### config.mk
export PLATFORM = sky130hd
export DESIGN_NAME = overdrive_multimode
export DESIGN_NICKNAME = d
export VERILOG_FILES = /design/src/rtl/overdrive_pkg.sv /design/src/rtl/overdrive_fade_ctrl.sv /design/src/rtl/softclip_lut.sv /design/src/rtl/overdrive_multimode.sv
export SDC_FILE = /design/constraint.sdc
export NUM_CORES = 2
export LEC_CHECK = 0
export BUFFER_PORTS_ARGS = -buffer_cell sky130_fd_sc_hd__buf_2
export CORE_MARGIN = 5
export CORE_UTILIZATION = 46
export CTS_CLUSTER_DIAMETER = 40
export DETAILED_ROUTE_END_ITERATION = 16
export SKIP_CTS_REPAIR_TIMING = 1
export SLEW_MARGIN = 20
export SYNTH_ARGS = -nofsm -noshare
export SYNTH_HDL_FRONTEND = slang
export SYNTH_SLANG_ARGS = --single-unit
export TNS_END_PERCENT = 10
### constraint.sdc
create_clock -name clk -period 7.98 [get_ports clk]
set_input_delay 0.399 -clock clk [delete_from_list [all_inputs] [get_ports clk]]
set_output_delay 0.399 -clock clk [all_outputs]
set_load 0.005 [all_outputs]
### src/rtl/overdrive_pkg.sv
// Shared types and helpers for the multimode overdrive stage.
//   mode_e        : clip curve selector (BYPASS/HARD/SOFT/ASYM)
//   fade_state_e  : click-free mode-change sequencer states
//   GAIN_FRAC     : fractional bits of the Q4.4 drive gain
//   LEVEL_FRAC    : fractional bits of the Q1.7 output level
//   saturate()    : clamp a wide signed value into a w-bit signed range
package overdrive_pkg;

    typedef enum logic [1:0] {
        BYPASS = 2'd0,
        HARD   = 2'd1,
        SOFT   = 2'd2,
        ASYM   = 2'd3
    } mode_e;

    typedef enum logic [1:0] {
        RUN      = 2'd0,
        FADE_OUT = 2'd1,
        FADE_IN  = 2'd2
    } fade_state_e;

    localparam int GAIN_FRAC  = 4;
    localparam int LEVEL_FRAC = 7;

    // Callers cast the result down to their own sample width.
    function automatic logic signed [63:0] saturate(input logic signed [63:0] v,
                                                    input int unsigned      w);
        logic signed [63:0] hi;
        logic signed [63:0] lo;
        hi = (64'sd1 <<< (w - 1)) - 64'sd1;
        lo = -(64'sd1 <<< (w - 1));
        if (v > hi)      return hi;
        else if (v < lo) return lo;
        else             return v;
    endfunction

endpackage

### src/rtl/overdrive_fade_ctrl.sv
// Fade sequencer for click-free mode changes.
//   clk, rst    : clock, async active-high reset
//   in_valid    : accepted-sample strobe; the FSM only moves on samples
//   mode_in     : requested clip mode
//   fade        : current fade gain, 0..2**FADE_W
//   active_mode : mode currently applied to the datapath
//   fading      : high whenever the sequencer is not in RUN
module overdrive_fade_ctrl
    import overdrive_pkg::*;
#(
    parameter int FADE_W = 6
) (
    input  logic              clk,
    input  logic              rst,
    input  logic              in_valid,
    input  logic [1:0]        mode_in,
    output logic [FADE_W:0]   fade,
    output mode_e             active_mode,
    output logic              fading
);

    localparam logic [FADE_W:0] FULL = (FADE_W + 1)'(1) << FADE_W;

    fade_state_e     state;
    mode_e           req;
    logic            go_down;
    logic [FADE_W:0] dec;
    logic [FADE_W:0] inc;

    // A mismatch caught during FADE_IN ramps down from wherever the fade is;
    // at fade 0 the swap happens at once instead of underflowing.
    always_comb begin
        req     = mode_e'(mode_in);
        go_down = (state == FADE_OUT) || (req != active_mode);
        dec     = (fade == '0) ? '0 : fade - 1'b1;
        inc     = fade + 1'b1;
    end

    // NOTE: sequential state uses non-blocking assignments so every register
    // samples pre-edge values, independent of statement order.
    always_ff @(posedge clk or posedge rst) begin
        if (rst) begin
            state       <= RUN;
            fade        <= FULL;
            active_mode <= BYPASS;
            fading      <= 1'b0;
        end else if (in_valid) begin
            if (go_down) begin
                fade   <= dec;
                fading <= 1'b1;
                if (dec == '0) begin
                    active_mode <= req;
                    state       <= FADE_IN;
                end else begin
                    state <= FADE_OUT;
                end
            end else if (state == FADE_IN) begin
                fade <= inc;
                if (inc == FULL) begin
                    state  <= RUN;
                    fading <= 1'b0;
                end
            end
        end
    end

endmodule

### src/rtl/softclip_lut.sv
// Combinational soft-clip curve, odd-symmetric.
//   x : signed input sample
//   y : shaped output; unity below CLIP_LEVEL/2, slope 1/4 above it,
//       never exceeding CLIP_LEVEL in magnitude.
module softclip_lut #(
    parameter int width      = 24,
    parameter int CLIP_LEVEL = 2 ** (width - 2)
) (
    input  logic signed [width-1:0] x,
    output logic signed [width-1:0] y
);

    localparam logic [width:0] KNEE = (width + 1)'(CLIP_LEVEL / 2);
    localparam logic [width:0] CLIP = (width + 1)'(CLIP_LEVEL);

    logic [width:0] mag;
    logic [width:0] shaped;

    // NOTE: every variable gets a default at the top of a combinational
    // block so no path leaves it unassigned and a latch is never inferred.
    always_comb begin
        mag    = x[width-1] ? (~{x[width-1], x} + 1'b1) : {1'b0, x};
        shaped = mag;
        if (mag > KNEE) begin
            shaped = KNEE + ((mag - KNEE) >> 2);
        end
        if (shaped > CLIP) begin
            shaped = CLIP;
        end
        y = x[width-1] ? -$signed(shaped[width-1:0]) : $signed(shaped[width-1:0]);
    end

endmodule

### src/rtl/overdrive_multimode.sv
// Multimode overdrive: drive gain, selectable clip curve, output level and
// a per-sample fade, in a valid-qualified pipeline (input capture + gain,
// shape, level, fade). A sample accepted at edge N appears after edge N+4.
//   clk, rst    : clock, async active-high reset
//   in_valid    : sample strobe, no backpressure
//   in_signal   : signed input sample
//   mode_in     : requested mode (0 BYPASS, 1 HARD, 2 SOFT, 3 ASYM)
//   drive       : Q4.4 pre-clip gain, sampled with each accepted sample
//   level       : Q1.7 output level, sampled with each accepted sample
//   out_valid   : output strobe
//   out_signal  : signed output sample
//   active_mode : mode currently applied
//   fading      : high during a mode-change ramp
module overdrive_multimode
    import overdrive_pkg::*;
#(
    parameter int width      = 24,
    parameter int GAIN_W     = 8,
    parameter int LEVEL_W    = 8,
    parameter int FADE_W     = 6,
    parameter int CLIP_LEVEL = 2 ** (width - 2)
) (
    input  logic                    clk,
    input  logic                    rst,
    input  logic                    in_valid,
    input  logic signed [width-1:0] in_signal,
    input  logic [1:0]              mode_in,
    input  logic [GAIN_W-1:0]       drive,
    input  logic [LEVEL_W-1:0]      level,
    output logic                    out_valid,
    output logic signed [width-1:0] out_signal,
    output logic [1:0]              active_mode,
    output logic                    fading
);

    localparam logic signed [width-1:0] CLIP_POS = width'(CLIP_LEVEL);
    localparam logic signed [width-1:0] CLIP_NEG = -CLIP_POS;

    mode_e           cur_mode;
    logic [FADE_W:0] cur_fade;

    overdrive_fade_ctrl #(.FADE_W(FADE_W)) u_fade (
        .clk         (clk),
        .rst         (rst),
        .in_valid    (in_valid),
        .mode_in     (mode_in),
        .fade        (cur_fade),
        .active_mode (cur_mode),
        .fading      (fading)
    );

    assign active_mode = cur_mode;

    // Each sample carries its own mode, fade and level down the pipe.
    logic                    v0, v1, v2, v3;
    logic signed [width-1:0] s0_x, s1_x, s1_p, s2_y, s3_y;
    logic [GAIN_W-1:0]       s0_drive;
    logic [LEVEL_W-1:0]      s0_level, s1_level, s2_level;
    mode_e                   s0_mode, s1_mode;
    logic [FADE_W:0]         s0_fade, s1_fade, s2_fade, s3_fade;

    logic signed [63:0]      x64, p64, y2_64, y3_64;
    logic signed [width-1:0] gain_y, shape_y, level_y, fade_y, soft_y;

    softclip_lut #(.width(width), .CLIP_LEVEL(CLIP_LEVEL)) u_soft (
        .x (s1_p),
        .y (soft_y)
    );

    // Signed >>> on the full-width products truncates toward -inf.
    always_comb begin
        x64    = s0_x;
        gain_y = width'(saturate((x64 * $signed(64'(s0_drive))) >>> GAIN_FRAC, width));

        p64     = s1_p;
        shape_y = s1_x;
        unique case (s1_mode)
            BYPASS: shape_y = s1_x;
            HARD:   shape_y = (s1_p > CLIP_POS) ? CLIP_POS :
                              (s1_p < CLIP_NEG) ? CLIP_NEG : s1_p;
            SOFT:   shape_y = soft_y;
            ASYM:   shape_y = (p64 >= 0) ? soft_y :
                              (s1_p < CLIP_NEG) ? CLIP_NEG : s1_p;
            default: shape_y = s1_x;
        endcase

        y2_64   = s2_y;
        level_y = width'(saturate((y2_64 * $signed(64'(s2_level))) >>> LEVEL_FRAC, width));

        // fade <= 2**FADE_W, so the scaled value never grows in magnitude.
        y3_64  = s3_y;
        fade_y = width'((y3_64 * $signed(64'(s3_fade))) >>> FADE_W);
    end

    // NOTE: the datapath registers are reset along with the valids so a
    // reset leaves no stale sample anywhere in the pipe.
    always_ff @(posedge clk or posedge rst) begin
        if (rst) begin
            {v0, v1, v2, v3} <= '0;
            s0_x       <= '0;
            s0_drive   <= '0;
            s0_level   <= '0;
            s0_mode    <= BYPASS;
            s0_fade    <= '0;
            s1_x       <= '0;
            s1_p       <= '0;
            s1_level   <= '0;
            s1_mode    <= BYPASS;
            s1_fade    <= '0;
            s2_y       <= '0;
            s2_level   <= '0;
            s2_fade    <= '0;
            s3_y       <= '0;
            s3_fade    <= '0;
            out_signal <= '0;
            out_valid  <= 1'b0;
        end else begin
            v0       <= in_valid;
            s0_x     <= in_signal;
            s0_drive <= drive;
            s0_level <= level;
            s0_mode  <= cur_mode;
            s0_fade  <= cur_fade;

            v1       <= v0;
            s1_x     <= s0_x;
            s1_p     <= gain_y;
            s1_level <= s0_level;
            s1_mode  <= s0_mode;
            s1_fade  <= s0_fade;

            v2       <= v1;
            s2_y     <= shape_y;
            s2_level <= s1_level;
            s2_fade  <= s1_fade;

            v3       <= v2;
            s3_y     <= level_y;
            s3_fade  <= s2_fade;

            out_valid  <= v3;
            out_signal <= fade_y;
        end
    end

endmodule

== After elaboration in Yosys (flattened, before gate mapping) ==
Cells that the tools add are included.
W data, S select, Z words.

* Add/subtract/negate cells: 6
* $mul: 3
* Order comparisons: 9
* Eq/ne operators: 7
* Multiplexer cells: 22
* Bitwise logic cells: 1
* Reduce and logical (&&, ||, !) cells: 9

{| class="wikitable"
|+ Operator list
! operator !! count
|-
| $mux W24 || 9
|-
| $pmux W24 S4 || 1
|-
| $mul A24 B9 Y33 || 2
|-
| $mux W25 || 2
|-
| $mul A24 B8 Y30 || 1
|-
| $gt A29 B24 Y1 const B || 1
|-
| $lt A29 B24 Y1 const B || 1
|-
| $gt A26 B24 Y1 const B || 1
|-
| $lt A26 B24 Y1 const B || 1
|-
| $add A25 B1 Y25 const B || 1
|-
| $gt A25 B22 Y1 const B || 1
|-
| $gt A25 B23 Y1 const B || 1
|-
| $not A25 Y25 || 1
|-
| $sub A25 B22 Y25 const B || 1
|-
| $add A22 B23 Y24 const A || 1
|-
| $ge A24 B1 Y1 const B || 1
|-
| $gt A24 B24 Y1 const B || 1
|-
| $lt A24 B23 Y1 const B || 1
|-
| $neg A24 Y24 || 1
|-
| $mux W7 || 3
|-
| $logic_not A7 Y1 || 2
|-
| $mux W2 || 4
|-
| $add A7 B1 Y7 const B || 1
|-
| $eq A7 B7 Y1 const B || 1
|-
| 10 further kinds || 17
|}

* Register bits: 225
* Bits of input ports: 45
* Output and inout port bits: 28
* Logic and storage cells: 82

== Longest topological paths before layout ==
* Depth after elaboration: 12
* Mapped depth: 23
* Mapped depth without buffers: 21

== Hierarchy ==
From an unflattened synthesis, not the netlist that was laid out.

* Cells, all modules: 3047
* Area, all modules: 28349.7 sq um

{| class="wikitable"
|+ By module, submodules not included
! module !! times used !! cells each !! area an instance (sq um) !! seq. area each (sq um)
|-
| overdrive_multimode || 1 || 2561 || 25022.7 || 5330.1
|-
| softclip_lut || 1 || 385 || 2431.1 || 0.0
|-
| overdrive_fade_ctrl || 1 || 101 || 895.9 || 301.5
|}

== Worst setup path after synthesis ==
Ideal clock, no wire load.

* Path kind: flip-flop to flip-flop
* Start point: register s0_drive[2]
* End point: register s1_p[3]
* Setup time: 0.065 ns
* Arrival time: 6.088 ns
* Data required time: 7.915 ns
* Path slack: 1.826 ns
* Cell stages (with the launch flop): 23
* Buffers on the path: 2
* Period minus slack after synthesis: 6.154 ns
* Path through: dfrtp_1 > clkbuf_1 > nand2_1 > fa_1 > inv_1 > fa_1 > inv_1 > fa_1 > fa_1 > inv_1 > ha_1 > o21a_1 > a2111oi_0 > nor4_1 > nor3_1 > a21oi_1 > o211ai_1 > o22ai_1 > or4_1 > a311o_1 > o41ai_2 > buf_2 > o21a_1

* Longest elaborated chain between the ends: 4
* Elaborated cells on any way between the ends: 5
* Those cells by class: 1 x mul; 2 x order compare; 2 x mux

{| class="wikitable"
|+ RTL lines
! what !! RTL line !! text
|-
| from (decl) || overdrive_multimode.sv:57 || <nowiki>logic [GAIN_W-1:0] s0_drive;</nowiki>
|-
| from (signal assigned) || overdrive_multimode.sv:120 || <nowiki>s0_drive <= drive;</nowiki>
|-
| $mul A24 B9 Y33 * || overdrive_multimode.sv:73 || <nowiki>gain_y = width'(saturate((x64 * $signed(64'(s0_drive))) >>> GAIN_FRAC, width));</nowiki>
|-
| $lt A29 B24 Y1 || overdrive_pkg.sv:33 || <nowiki>else if (v < lo) return lo;</nowiki>
|-
| $mux W24 || overdrive_pkg.sv:33 ||
|-
| $mux W24 * || overdrive_pkg.sv:32 || <nowiki>if (v > hi) return hi;</nowiki>
|-
| via gain_y[3] || overdrive_multimode.sv:63 || <nowiki>logic signed [width-1:0] gain_y, shape_y, level_y, fade_y, soft_y;</nowiki>
|-
| to (signal assigned) || overdrive_multimode.sv:127 || <nowiki>s1_p <= gain_y;</nowiki>
|-
| to (decl) || overdrive_multimode.sv:56 || <nowiki>logic signed [width-1:0] s0_x, s1_x, s1_p, s2_y, s3_y;</nowiki>
|}

The timed path passes the listed nets; every way through them passes the cells marked *.
A chain may end at the register's enable or synchronous reset.

== Worst setup path after layout ==
* Start point: register s0_drive[5]
* End point: register s1_p[2]

The elaborated chain is that of the path after synthesis.

==> results.json <==
{
  "final.setup.tns_ns": 0,
  "min-delay-start": "in_valid",
  "cts_root_buffer": "clkbuf_16",
  "max-cap-violations": 0,
  "post-route-cell-area_um2": 30860,
  "ys_seq_area_share_pct": 20.13,
  "drt_first_pass_iters": 8,
  "synth_enable_flop_cells": 0,
  "worstMarginPinSlew_ns": 1.031,
  "path_common_cell": "fa_1",
  "dr_total_vias": 21017,
  "cts_made_buffers": 41,
  "postSynthRegisterBits": 225,
  "yosys_warnings": 0,
  "cts_max_level": 2,
  "pin_count": 73,
  "syn-mean-instance-area_um2": 9.316,
  "r2r_path_start": "s0_drive[5]",
  "post_synth_most_frequent_cells": "inv_1, fa_1, and2_1, nand2_1, dfrtp_1",
  "grt_pass1_wl_mm": 120.7,
  "fillerInstances": 5533,
  "drc": 0,
  "route.met2.wl_mm": 36.62,
  "worst_setup_path_startpoint": "s0_drive[5]",
  "cts.clk_slew.worst_paths_ns": 0.06,
  "critPathBufInv": 4,
  "place_congestion": 0.9704,
  "floorplan.die.width_um": 256.6,
  "worstHoldPathType": "in2reg",
  "grt_max_degree": 97,
  "antenna_nets_post_route": 0,
  "rows": 90,
  "worstSetupEndpointType": "register",
  "most_frequent_cell_after_synthesis": "inv_1",
  "finalSetupViolCount": 0,
  "finalCritPeriodShare_pct": 91.64,
  "routedLengthMet1_mm": 30.45,
  "clock_latency_ns": 0.57,
  "cp_slowest_stage_delay_ns": 0.85,
  "crit_path_cell_trace": "nand2_1 -> fa_1 -> fa_1 -> inv_1 -> fa_1 -> inv_1 -> fa_1 -> inv_1 -> ha_1 -> o21a_1 -> a2111oi_0 -> or3_1 -> o2111ai_1 -> a31o_2 -> and2_1 -> o31ai_1 -> o31ai_1 -> a311o_1 -> o41ai_4 -> buf_4 -> o21a_1",
  "critical_path.slowest_cell": "dfrtp_1",
  "fin_worst_skew_ns": 0.02699,
  "port_buffers": 72,
  "highest_layer": "met5",
  "cts.sinks": 225,
  "die_height_um": 256.6,
  "dr.first_iter.drc_count": 1243,
  "critical_path_peak_fanout": 24,
  "cts_tree": "yes",
  "antenna-diode-count": 0,
  "core_area_um2": 60250,
  "cp_top_delay_family": "compound AO/OA/AOI/OAI gates",
  "num-nets-final": 3724,
  "final_hold_viol_count": 0,
  "yosysTopAreaCell": "fa_1",
  "synth_cells": 3003,
  "route.detailed.vias_per_inst": 5.407,
  "cts-root-to-sink-buffers": 3,
  "crit_arrival_ns": 7.82,
  "starting_density_of_the_core_pct": 46.44,
  "synth.lib_cells_used.distinct": 93,
  "grt.total_usage_pct": 22.61,
  "timing.fmax_mhz": 136.7,
  "cp.required_ns": 8.49,
  "finalWirelength_mm": 73.05,
  "status": "complete, no violations",
  "postPlaceCellArea_um2": 29020,
  "post_synth_instance_area_um2": 27980,
  "grt.overflow.total": 0,
  "dp.final_hpwl_mm": 57.02,
  "share_of_the_synthesized_area_in_the_top_cell_type_pct": 29.98,
  "min_period_ns": 7.313,
  "synth.net_count": 3655,
  "antenna_found_initial": 1,
  "grt_pass1_vias": 22472,
  "final_layout_size_suffix_gt1_share_pct": 6.634,
  "kind_of_launch_point_of_the_worst_setup_path": "register",
  "setup.worst_path.class": "reg2reg",
  "grt_setup_unrepaired": "false",
  "slew_violations": 0,
  "design.die.area_um2": 65850,
  "post_synth_main_area_contributors": "fa_1, dfrtp_1, ha_1",
  "syn_to_final_growth_pct": 10.30,
  "maxSlewHeadroom_pct": 31.02,
  "async_flop_share_pct": 100.0,
  "route.detailed.wl_per_inst_um": 18.79,
  "dr_wl_met3_mm": 3.266,
  "synth-main-ff-cell": "dfrtp_1"
}
layer usage:
metal  global-route usage (%)  vias to the layer above
met2                    39.20                      553
li1                         -                     9608
met3                    2.735                      134
met4                    8.202                        2
met5                        0                        -
met1                    29.34                    10720
cell usage in the layout (no fill, tap or decap), types with 12 or more instances in the layout:
| master | count |
|---|---|
| inv_1 | 573 |
| fa_1 | 419 |
| and2_1 | 348 |
| nand2_1 | 314 |
| dfrtp_1 | 223 |
| ha_1 | 188 |
| a21oi_1 | 95 |
| nor2_1 | 87 |
| o21ai_0 | 79 |
| xnor2_1 | 75 |
| buf_2 | 72 |
| o21a_1 | 42 |
| clkbuf_16 | 42 |
| dlygate4sd3_1 | 41 |
| xor2_1 | 37 |
| nand3_1 | 33 |
| a21o_1 | 33 |
| nor3_1 | 31 |
| a31oi_1 | 18 |
| nor2b_1 | 17 |
| buf_4 | 17 |
| mux2i_1 | 16 |
| nand4_1 | 15 |
| o31ai_1 | 15 |
| o211ai_1 | 15 |
| nand2b_1 | 14 |
| nor4_1 | 13 |
| and3_1 | 12 |
final timing paths:
kind,to,slack [ns],cells after the start
hold reg to reg,s2_level[2],0.34,0
max in group asynchronous,s1_p[23],6.07,4
min in group asynchronous,out_valid,0.46,3
hold / removal,v0,0.03,1
setup reg to reg,s1_p[2],0.67,21
setup / recovery,s1_p[2],0.67,21
flip-flops by register name (all words and copies together), names as in the netlist, 24 cells and up:
register / flops
s2_y: 24
s3_y: 24
out_signal: 24
s1_x: 24
s1_p: 24
s0_x: 24
cells by family after synthesis:
| group | synth area share (%) |
|---|---|
| AO/OA/AOI/OAI | 10.36 |
| buffers and inverters | 9.293 |
| AND/OR/NAND/NOR | 17.38 |
| adder cells (fa/ha/maj) | 38.39 |
| multiplexers | 0.9347 |
| flip-flops | 20.13 |
| XOR/XNOR | 3.506 |
through the flow:
stage / util, % / std cells / setup WS [ns] / hold WS (ns)
after floorplan: - / 3003 / 1.420 / 0.3312
after global placement: 48.18 / 3770 / 0.9082 / 0.3315
after detailed placement: 48.18 / 3770 / 0.7728 / 0.3355
after CTS: 50.53 / 3846 / 0.7164 / -0.1148
after global routing: 51.22 / 3887 / 0.1929 / 0.02408
final: 51.22 / 3887 / 0.6671 / 0.03293
layout make-up:
type | count | area (µm²) | share of cell area (%)
repair buffers | 130 | 898.4 | 2.911
multi-input cells | 2100 | 19770 | 64.06
inverters | 574 | 2162 | 7.006
clock inverters | 27 | 322.8 | 1.046
clock buffers | 49 | 1097 | 3.556
flip-flops and latches | 225 | 5633 | 18.25
well taps | 782 | 978.4 | 3.171
Power is left out: the tool's default activity adds up to more than one toggle a clock period on the data nets, which glitch-free logic cannot reach.
